### src/rtl/hazard_sched_if.sv
// rtl/hazard_sched_if.sv - decode/execute/memory hazard inputs and stall/flush controls of hazard_sched
interface hazard_sched_if #(
    parameter int CNT_WIDTH = 16
);
    logic                 id_valid;
    logic [4:0]           id_rs1;
    logic [4:0]           id_rs2;
    logic                 id_rs1_used;
    logic                 id_rs2_used;
    logic                 ex_mem_read;
    logic [4:0]           ex_rd;
    logic                 ex_pc_write;
    logic                 mem_busy;
    logic                 dbg_halt;
    logic                 dbg_step;
    logic                 pc_stall;
    logic                 if_id_stall;
    logic                 hazard;
    logic                 flush;
    logic                 halted;
    logic [CNT_WIDTH-1:0] stall_count;

    modport master (
        output id_valid, id_rs1, id_rs2, id_rs1_used, id_rs2_used,
        output ex_mem_read, ex_rd, ex_pc_write, mem_busy, dbg_halt, dbg_step,
        input  pc_stall, if_id_stall, hazard, flush, halted, stall_count
    );

    modport slave (
        input  id_valid, id_rs1, id_rs2, id_rs1_used, id_rs2_used,
        input  ex_mem_read, ex_rd, ex_pc_write, mem_busy, dbg_halt, dbg_step,
        output pc_stall, if_id_stall, hazard, flush, halted, stall_count
    );
endinterface

### src/rtl/hazard_sched.sv
// rtl/hazard_sched.sv - pipeline stall/flush sequencer; HAZARD_DEBUG_STEP_EN adds debug halt/single-step
module hazard_sched #(
    parameter int FLUSH_CYCLES = 2,
    parameter int CNT_WIDTH    = 16
) (
    input logic         clk,
    input logic         reset,
    hazard_sched_if.slave hs
);
    typedef enum logic [2:0] {
        S_RUN      = 3'd0,
        S_MEM_WAIT = 3'd1,
        S_FLUSH    = 3'd2,
        S_HALT     = 3'd3,
        S_STEP     = 3'd4
    } state_t;

    localparam logic [1:0] FLUSH_LOAD = 2'(FLUSH_CYCLES - 1);

    state_t               state_q, state_d;
    logic [1:0]           fcnt_q, fcnt_d;
    logic [CNT_WIDTH-1:0] stall_count_q, stall_count_d;
    logic                 lu;
    logic                 stall_c;
    logic                 flush_c;
    logic                 pc_stall_o;

`ifdef HAZARD_DEBUG_STEP_EN
    logic ret_halt_q, ret_halt_d;
    logic halted_c;
`else
    logic unused_dbg;
    assign unused_dbg = hs.dbg_halt ^ hs.dbg_step;
`endif

    assign lu = hs.ex_mem_read && (hs.ex_rd != 5'd0) && hs.id_valid &&
                ((hs.id_rs1_used && (hs.id_rs1 == hs.ex_rd)) ||
                 (hs.id_rs2_used && (hs.id_rs2 == hs.ex_rd)));

    always_ff @(posedge clk or negedge reset) begin
        if (!reset) begin
            state_q       <= S_RUN;
            fcnt_q        <= 2'd0;
            stall_count_q <= '0;
`ifdef HAZARD_DEBUG_STEP_EN
            ret_halt_q    <= 1'b0;
`endif
        end else begin
            state_q       <= state_d;
            fcnt_q        <= fcnt_d;
            stall_count_q <= stall_count_d;
`ifdef HAZARD_DEBUG_STEP_EN
            ret_halt_q    <= ret_halt_d;
`endif
        end
    end

    // RUN and the exit cycle of MEM_WAIT share one evaluation, so a wait ends with no extra latency
    always_comb begin
        state_d = state_q;
        fcnt_d  = fcnt_q;
`ifdef HAZARD_DEBUG_STEP_EN
        ret_halt_d = ret_halt_q;
`endif
        case (state_q)
            S_RUN, S_MEM_WAIT: begin
                if (hs.mem_busy) begin
                    state_d = S_MEM_WAIT;
                end else if (hs.ex_pc_write) begin
                    fcnt_d  = FLUSH_LOAD;
                    state_d = (FLUSH_CYCLES == 1) ? S_RUN : S_FLUSH;
`ifdef HAZARD_DEBUG_STEP_EN
                    ret_halt_d = 1'b0;
`endif
                end else if (lu) begin
                    state_d = S_RUN;
`ifdef HAZARD_DEBUG_STEP_EN
                end else if (hs.dbg_halt) begin
                    state_d = S_HALT;
`endif
                end else begin
                    state_d = S_RUN;
                end
            end
            S_FLUSH: begin
                if (!hs.mem_busy) begin
                    fcnt_d = fcnt_q - 2'd1;
                    if (fcnt_q <= 2'd1) begin
                        fcnt_d = 2'd0;
`ifdef HAZARD_DEBUG_STEP_EN
                        state_d = ret_halt_q ? S_HALT : S_RUN;
`else
                        state_d = S_RUN;
`endif
                    end
                end
            end
`ifdef HAZARD_DEBUG_STEP_EN
            S_HALT: begin
                if (!hs.dbg_halt) begin
                    state_d = S_RUN;
                end else if (hs.dbg_step) begin
                    state_d = S_STEP;
                end
            end
            S_STEP: begin
                if (hs.ex_pc_write) begin
                    fcnt_d     = FLUSH_LOAD;
                    ret_halt_d = 1'b1;
                    state_d    = (FLUSH_CYCLES == 1) ? S_HALT : S_FLUSH;
                end else begin
                    state_d = S_HALT;
                end
            end
`endif
            default: state_d = S_RUN;
        endcase
    end

    always_comb begin
        stall_c = 1'b0;
        flush_c = 1'b0;
`ifdef HAZARD_DEBUG_STEP_EN
        halted_c = 1'b0;
`endif
        case (state_q)
            S_RUN, S_MEM_WAIT: begin
                if (hs.mem_busy) begin
                    stall_c = 1'b1;
                end else if (hs.ex_pc_write) begin
                    flush_c = 1'b1;
                end else if (lu) begin
                    stall_c = 1'b1;
                end
            end
            S_FLUSH: begin
                if (hs.mem_busy) begin
                    stall_c = 1'b1;
                end else begin
                    flush_c = 1'b1;
                end
`ifdef HAZARD_DEBUG_STEP_EN
                halted_c = ret_halt_q;
`endif
            end
`ifdef HAZARD_DEBUG_STEP_EN
            S_HALT: begin
                stall_c  = 1'b1;
                halted_c = 1'b1;
            end
            S_STEP: begin
                halted_c = 1'b1;
                if (hs.ex_pc_write) begin
                    flush_c = 1'b1;
                end else if (lu) begin
                    stall_c = 1'b1;
                end
            end
`endif
            default: ;
        endcase
    end

    // Mealy outputs are gated so nothing leaks out while reset is held
    assign pc_stall_o     = stall_c & reset;
    assign hs.pc_stall    = pc_stall_o;
    assign hs.if_id_stall = pc_stall_o;
    assign hs.hazard      = pc_stall_o;
    assign hs.flush       = flush_c & reset;
`ifdef HAZARD_DEBUG_STEP_EN
    assign hs.halted      = halted_c & reset;
`else
    assign hs.halted      = 1'b0;
`endif

    always_comb begin
        stall_count_d = stall_count_q;
        if (pc_stall_o && (stall_count_q != {CNT_WIDTH{1'b1}})) begin
            stall_count_d = stall_count_q + 1'b1;
        end
    end

    assign hs.stall_count = stall_count_q;
endmodule
### src/flat_wrapper.sv
// flat-port wrapper written by rule: the top's interface ports become plain ports
module hazard_sched_flat 
#(
    parameter int FLUSH_CYCLES = 2,
    parameter int CNT_WIDTH    = 16
)
  (clk, reset, hs_id_valid, hs_id_rs1, hs_id_rs2, hs_id_rs1_used, hs_id_rs2_used, hs_ex_mem_read, hs_ex_rd, hs_ex_pc_write, hs_mem_busy, hs_dbg_halt, hs_dbg_step, hs_pc_stall, hs_if_id_stall, hs_hazard, hs_flush, hs_halted, hs_stall_count);
  hazard_sched_if #(.CNT_WIDTH(CNT_WIDTH)) hs_i ();
  input logic clk;
  input logic reset;
  input wire logic [$bits(hs_i.id_valid)-1:0] hs_id_valid;
  input wire logic [$bits(hs_i.id_rs1)-1:0] hs_id_rs1;
  input wire logic [$bits(hs_i.id_rs2)-1:0] hs_id_rs2;
  input wire logic [$bits(hs_i.id_rs1_used)-1:0] hs_id_rs1_used;
  input wire logic [$bits(hs_i.id_rs2_used)-1:0] hs_id_rs2_used;
  input wire logic [$bits(hs_i.ex_mem_read)-1:0] hs_ex_mem_read;
  input wire logic [$bits(hs_i.ex_rd)-1:0] hs_ex_rd;
  input wire logic [$bits(hs_i.ex_pc_write)-1:0] hs_ex_pc_write;
  input wire logic [$bits(hs_i.mem_busy)-1:0] hs_mem_busy;
  input wire logic [$bits(hs_i.dbg_halt)-1:0] hs_dbg_halt;
  input wire logic [$bits(hs_i.dbg_step)-1:0] hs_dbg_step;
  output wire logic [$bits(hs_i.pc_stall)-1:0] hs_pc_stall;
  output wire logic [$bits(hs_i.if_id_stall)-1:0] hs_if_id_stall;
  output wire logic [$bits(hs_i.hazard)-1:0] hs_hazard;
  output wire logic [$bits(hs_i.flush)-1:0] hs_flush;
  output wire logic [$bits(hs_i.halted)-1:0] hs_halted;
  output wire logic [$bits(hs_i.stall_count)-1:0] hs_stall_count;
  assign hs_i.id_valid = hs_id_valid;
  assign hs_i.id_rs1 = hs_id_rs1;
  assign hs_i.id_rs2 = hs_id_rs2;
  assign hs_i.id_rs1_used = hs_id_rs1_used;
  assign hs_i.id_rs2_used = hs_id_rs2_used;
  assign hs_i.ex_mem_read = hs_ex_mem_read;
  assign hs_i.ex_rd = hs_ex_rd;
  assign hs_i.ex_pc_write = hs_ex_pc_write;
  assign hs_i.mem_busy = hs_mem_busy;
  assign hs_i.dbg_halt = hs_dbg_halt;
  assign hs_i.dbg_step = hs_dbg_step;
  assign hs_pc_stall = hs_i.pc_stall;
  assign hs_if_id_stall = hs_i.if_id_stall;
  assign hs_hazard = hs_i.hazard;
  assign hs_flush = hs_i.flush;
  assign hs_halted = hs_i.halted;
  assign hs_stall_count = hs_i.stall_count;
  hazard_sched #(.FLUSH_CYCLES(FLUSH_CYCLES), .CNT_WIDTH(CNT_WIDTH)) u_core (.clk(clk), .reset(reset), .hs(hs_i));
endmodule
### config.mk
export PLATFORM = sky130hd
export DESIGN_NAME = hazard_sched_flat
export DESIGN_NICKNAME = d
export VERILOG_FILES = /design/src/rtl/hazard_sched_if.sv /design/src/rtl/hazard_sched.sv /design/src/flat_wrapper.sv
export SDC_FILE = /design/constraint.sdc
export NUM_CORES = 1
export LEC_CHECK = 0
export ABC_CLOCK_PERIOD_IN_PS = 3630
export CORE_UTILIZATION = 45
export CTS_BUF_LIST = sky130_fd_sc_hd__clkbuf_16
export DETAILED_ROUTE_END_ITERATION = 12
export MAX_ROUTING_LAYER = met4
export PLACE_DENSITY = 0.83
export SLEW_MARGIN = 25
export SYNTH_ARGS = -nofsm -noshare
export SYNTH_HDL_FRONTEND = slang
export SYNTH_SLANG_ARGS = --single-unit
### constraint.sdc
create_clock -name clk -period 3.63 [get_ports clk]
set_clock_uncertainty 0.15 [all_clocks]
set_input_delay 0.726 -clock clk [delete_from_list [all_inputs] [get_ports clk]]
set_output_delay 0.726 -clock clk [all_outputs]
set_load 0.05 [all_outputs]
==> metrics.csv, run 1 <==
stage;metric;value;unit
logic_synthesis;synth_cell_types;32;
timing;maxSlewViolCount;0;
global_routing;antenna_found_initial;0;
cts;cts_resized;0;
cts;clkTransAtPathRegs;0.05;ns
power;p_leak;0.7041;nW
logic_synthesis;syn-cell-area;0.001145;mm^2
die;core.rowCount;17;
timing;period_share;96.25;%
flow_run;cap_viol_max_count;0;
die;die_w;52.44;um
cts;holdBufCountCts;0;
global_routing;grt_pass1_vias;1040;
logic_synthesis;syn_inst;120;
setup_path;crit_fanout;5;
timing;worstMarginPinSlew;0.5157;ns
cts;cts_setup_buffers;0;
route;drt-pass1-iter-count;4;
setup_path;cp.required;2.75;ns
logic_synthesis;syn_nets;146;
hold_path;holdPathEnd;u_core.hs.stall_count[6]$_DFFE_PN0P_;
global_routing;grt_max_degree;15;
timing;relSlewSlack;65.51;%
layout;drive_above_1_share;7.362;%
setup_path;cp.arrival;2.62;ns
cts;clock_sinks;20;
logic_synthesis;synth.largest_area_cell;dfrtp_1;
logic_synthesis;synth_top_cell_area_share;43.72;%
layout;insertedDiodeCount;0;
route;dr.first_iter.drc_count;5;
hold_path;holdPathStages;1;
cts;clkLatencyLatePin;0.25;ns
placement;io_buffers;42;
logic_synthesis;ys_seq_area_share;43.72;%
route;num_vias;1034;
logic_synthesis;yosysWarnings;0;
timing;setup_tns;0;ns
route;ant_nets;0;
setup_path;r2r_start;u_core.hs.stall_count[0]$_DFFE_PN0P_;
setup_path;path_class;input port to output pin;
logic_synthesis;synthTopCellsByArea;dfrtp_1 44%, xnor2_1 15%, xor2_1 3.8%, nand3_1 3.5%, nand4_1 3.3%;
setup_path;r2r_slack;1.18;ns
timing;setup_viol;0;
power;irDropWorstVdd;0.6430;mV
placement;gp_congestion;0.7275;
setup_path;critPathCaptureType;output pin;
route;drc_errors;0;
route;wl_per_cell;13.94;um
cts;cts_tree;built;
hold_path;hp-start;u_core.hs.stall_count[6]$_DFFE_PN0P_;
timing;layout_min_cycle_time;3.494;ns
setup_path;cp-start-kind;input port;
layout;area_growth_syn_to_layout;47.21;%
timing;rsz0062_at_grt;no;
cts;h-tree-depth;1;
setup_path;r2r_cells;6;
die;dieArea;0.002750;mm^2
cts;cts_made_buffers;3;
global_routing;gr-total-overflow;0;
power;cellPowerDensity;515.3;mW/mm^2
global_routing;grt_pass1_wl;4429;um
die;initial_core_util;49.84;%
timing;max_freq;286.2;MHz
power;power;868.5;uW
global_routing;grtUsageTotal;22.35;%
cts;clk_path_buf_depth;2;
logic_synthesis;ys_seq_elements;20;
die;design.core.area;0.002297;mm^2
placement;hpwl;2026;um
hold_path;min_path_type;register to register;
route;drt-total-wl;2662;um
cts;cts_root_buf;clkbuf_16;
die;die_y;52.44;um
timing;hold_violations;0;
logic_synthesis;syn_avg_cell_area;9.540;um^2
die;ios;46;
status;status;complete, no violations;
route;viasPerCell;5.414;
layout;final_net_count;190;
setup_path;reg2reg_to;u_core.hs.stall_count[1]$_DFFE_PN0P_;
==> sequential cells by signal (all words and copies together) (netlist names) <==
register / count
u_core.hs.stall_count: 16
u_core.fcnt_q: 2
u_core.state_q: 2
==> kinds of logic after synthesis <==
group	after synthesis	synth area share, %
AOI/OAI and AO/OA	12	7.542
xor gates and xnor gates	25	19.13
adders and majority gates	1	1.093
buffers and inverters	13	5.901
DFF	20	43.72
muxes	1	0.9835
other	1	0.3276
and+or+nand+nor	47	21.31
==> layer usage <==
| layer | part of all wire, % | up-vias | wire, um | track usage (%) |
|---|---|---|---|---|
| met5 | 0 | - | 0 | - |
| met3 | 7.7 | 4 | 205 | 4.638 |
| met4 | 1.1 | 0 | 30 | 8.333 |
| met1 | 43 | 493 | 1141 | 25.88 |
| li1 | - | 501 | - | - |
| met2 | 48 | 36 | 1286 | 37.97 |
==> synth_stat cells <==
cell type	count
a21oi_1	2
nand3_1	8
clkbuf_1	1
o221a_2	1
nor3b_1	1
nand2_1	7
a21o_1	1
xor2_1	5
mux2_1	1
buf_4	3
nand2b_1	1
inv_1	8
and2_1	2
dfrtp_1	20
nor2_1	9
o32ai_1	1
or3_1	1
ha_1	1
nand2_2	1
o211ai_1	1
nor4_1	4
o2111a_1	1
xnor2_1	20
buf_6	1
conb_1	1
nor3_1	3
and3_1	2
nand4_1	6
o221ai_1	1
or4_1	2
o21ai_0	3
o22ai_1	1
==> worst max path at each step <==
stage,from,end,slack [ns]
2_1_floorplan,hs_ex_rd[0],hs_if_id_stall,0.47
3_3_place_gp,hs_ex_rd[0],hs_pc_stall,0.17
3_5_place_dp,hs_ex_rd[0],hs_if_id_stall,0.13
4_1_cts,hs_ex_rd[0],hs_if_id_stall,0.12
5_1_grt,hs_ex_rd[0],hs_if_id_stall,0.08
6_report,hs_ex_rd[0],hs_if_id_stall,0.14
==> cells in the final DEF (no fill, tap or decap), types with 5 or more instances in the layout <==
| cell | instances |
|---|---|
| xor2_1 | 5 |
| nand4_1 | 6 |
| nor2_1 | 9 |
| xnor2_1 | 20 |
| buf_4 | 5 |
| nand3_1 | 8 |
| inv_1 | 8 |
| clkdlybuf4s50_1 | 38 |
| nand2_1 | 7 |
| dfrtp_1 | 20 |
==> per-stage QoR <==
stage / hold slack, ns / setup slack [ns] / instances / cell area [um^2] / util, %
finish: 0.3541 / 0.1361 / 191 / 1685 / 73.37
global route: 0.3874 / 0.07616 / 191 / 1685 / 73.37
CTS: 0.3607 / 0.1245 / 191 / 1685 / 73.37
detailed placement: 0.3422 / 0.1265 / 187 / 1580 / 68.79
global placement: 0.3276 / 0.1728 / 187 / 1580 / 68.79
floorplan: 0.2804 / 0.4664 / 120 / 1145 / -
==> report_power, final <==
| group | internal (mW) | switching, mW |
|---|---|---|
| combinational | 0.110 | 0.168 |
| clock | 0.219 | 0.0806 |
| sequential | 0.253 | 0.0387 |
==> area by class of cell <==
type | count | area [um^2]
multi-input combinational | 87 | 576.8
timing repair buffer | 44 | 437.9
fill | 164 | 611.8
sequential | 20 | 500.5
clock buffer | 3 | 75.07
tap | 28 | 35.03
clock inverter | 1 | 30.03
inverter | 8 | 30.03
==> critical path, cell delays in order <==
cell and delay, ns:
clkdlybuf4s50_1 0.47, or4_1 0.55, o2111a_1 0.27, a21o_1 0.21, and2_1 0.20, buf_4 0.20
Power figures use the tool's default switching activity.
==> run 2: changes to the inputs <==
Settings changed: CORE_MARGIN set to 1, CTS_BUF_LIST sky130_fd_sc_hd__clkbuf_16 to unset.
==> run 2 against run 1 <==
Largest cell class unchanged. Maximum frequency is essentially flat. Count of clock-buffer cells in the layout is the same. Combinational power is essentially flat. Flip-flop and latch count is the same. Via count grew 0.39%. Sequential share of layout area grew 0.96 points. Die area is the same. Setup slack lost 0.0023 ns.
==> metrics.csv, run 2 (synthesized netlist as in run 1, its figures left out) <==
stage;metric;value;unit;change
setup_path;max_stage_delay;0.55;ns;about the same
die;core.rowCount;17;;unchanged
placement;gp_congestion;0.7275;;unchanged
layout;largest_reg_flops;16;;unchanged
die;ios;46;;unchanged
route;drc_errors;0;;unchanged
timing;rsz0062_at_grt;no;;
power;power;752.8;uW;-13%
setup_path;path_cells;clkdlybuf4s50_1 > or4_1 > o2111a_1 > a21o_1 > and2_1 > buf_4;;
setup_path;reg2reg_to;u_core.hs.stall_count[1]$_DFFE_PN0P_;;
layout;drive_above_1_share;7.362;%;unchanged
timing;setup_viol;0;;unchanged
global_routing;grt_max_degree;15;;unchanged
setup_path;startpoint;hs_ex_rd[0];;
global_routing;gr-total-overflow;0;;unchanged
setup_path;cp-start-kind;input port;;
power;irDropWorstVdd;0.6002;mV;-6.7%
cts;cts_resized;0;;unchanged
die;initial_core_util;49.84;%;unchanged
route;viasPerCell;5.435;;+0.39%
cts;cts_tree;built;;
status;status;complete, no violations;;
setup_path;critPathBufInv;2;;unchanged
layout;layout_common_cells;38 x clkdlybuf4s50_1, 20 x xnor2_1, 20 x dfrtp_1;;
die;die_y;52.44;um;unchanged
setup_path;critPathSlowestCell;or4_1;;
setup_path;critPathCaptureType;output pin;;
setup_path;cp.arrival;2.62;ns;about the same
timing;hold_violations;0;;unchanged
layout;final_common_cell;clkdlybuf4s50_1;;
timing;setup_tns;0;ns;unchanged
cts;clock_sinks;20;;unchanged
die;design.core.area;0.002297;mm^2;unchanged
timing;worst_slack;0.1338;ns;-0.002308 ns
cts;holdBufCountCts;0;;unchanged
cts;cts_made_buffers;3;;unchanged
setup_path;crit_cells;6;;unchanged
placement;hpwl;2026;um;unchanged
cts;clkLatencyLatePin;0.32;ns;+0.07 ns
global_routing;antenna_found_initial;0;;unchanged
die;die_w;52.44;um;unchanged
setup_path;crit_end;hs_if_id_stall;;
cts;clkTransAtPathRegs;0.13;ns;+0.08 ns
global_routing;grt_pass1_vias;1010;;-2.9%
global_routing;grtUsageTotal;21.84;%;-0.51 points
placement;dp_slack;0.1265;ns;unchanged
route;drt-pass1-iter-count;4;;unchanged
timing;worstMarginPinSlew;0.5108;ns;-0.004962 ns
setup_path;cp_top_family;simple AND/OR/NAND/NOR gates;;
cts;clk_path_buf_depth;2;;unchanged
flow_run;cap_viol_max_count;0;;unchanged
layout;final_net_count;190;;unchanged
setup_path;r2r_slack;1.18;ns;about the same
route;num_vias;1038;;+0.39%
timing;maxSlewViolCount;0;;unchanged
setup_path;r2r_cells;6;;unchanged
timing;period_share;96.31;%;about the same
timing;layout_min_cycle_time;3.496;ns;+0.002308 ns
placement;io_buffers;42;;unchanged
power;cellPowerDensity;461.0;mW/mm^2;-11%
timing;max_freq;286.0;MHz;about the same
setup_path;r2r_start;u_core.hs.stall_count[0]$_DFFE_PN0P_;;
route;dr.first_iter.drc_count;11;;+6
route;ant_nets;0;;unchanged
cts;cts_root_buf;clkbuf_4;;
setup_path;cp.required;2.75;ns;about the same
die;dieArea;0.002750;mm^2;unchanged
hold_path;min_path_type;register to register;;
route;wl_per_cell;13.74;um;-1.4%
timing;relSlewSlack;65.84;%;+0.33 points
layout;area_growth_syn_to_layout;42.62;%;
cts;h-tree-depth;1;;unchanged
layout;insertedDiodeCount;0;;unchanged
setup_path;path_class;input port to output pin;;
setup_path;crit_fanout;5;;unchanged
global_routing;grt_pass1_wl;4278;um;-3.4%
route;drt-total-wl;2625;um;-1.4%
power;p_leak;0.6809;nW;-3.3%
cts;cts_setup_buffers;0;;unchanged
[run 2: through the flow]
step	cell area, um^2	utilization [%]	hold slack, ns	instances
detailed placement	1580	68.79	0.3422	187
global route	1633	71.08	0.3972	191
global placement	1580	68.79	0.3276	187
floorplan	1145	-	0.2804	120
CTS	1633	71.08	0.3610	191
finish	1633	71.08	0.3591	191
[run 2: layer usage]
layer	GRT usage [%]	up-vias	wire length (um)
met2	37.34	50	1278
met3	5.507	6	242
met5	-	-	0
met4	7.895	0	38
met1	24.58	484	1066
li1	-	498	-
[run 2: worst min path at each step]
| stage | startpoint | end | cells past startpoint |
|---|---|---|---|
| floorplan | reset | u_core.fcnt_q[0]$_DFFE_PN0P_ | 0 |
| global placement | u_core.hs.stall_count[6]$_DFFE_PN0P_ | u_core.hs.stall_count[6]$_DFFE_PN0P_ | 1 |
| detailed placement | u_core.hs.stall_count[14]$_DFFE_PN0P_ | u_core.hs.stall_count[14]$_DFFE_PN0P_ | 1 |
| CTS | u_core.hs.stall_count[14]$_DFFE_PN0P_ | u_core.hs.stall_count[14]$_DFFE_PN0P_ | 1 |
| global route | u_core.hs.stall_count[5]$_DFFE_PN0P_ | u_core.hs.stall_count[5]$_DFFE_PN0P_ | 1 |
| finish | u_core.hs.stall_count[14]$_DFFE_PN0P_ | u_core.hs.stall_count[14]$_DFFE_PN0P_ | 1 |
[run 2: report_power, final]
part	internal [mW]	switching, mW	leakage, nW
logic	0.110	0.167	0.409
clock network	0.112	0.0725	0.0279
registers	0.252	0.0397	0.244
[run 2: area by class of cell]
type                            instances  area, um^2
Tap cell                               28       35.03
Multi-Input combinational cell         87       576.8
Sequential cell                        20       500.5
Fill cell                             180       664.4
Clock inverter                          1       30.03
Timing Repair Buffer                   44       437.9
Clock buffer                            3       22.52
Inverter                                8       30.03
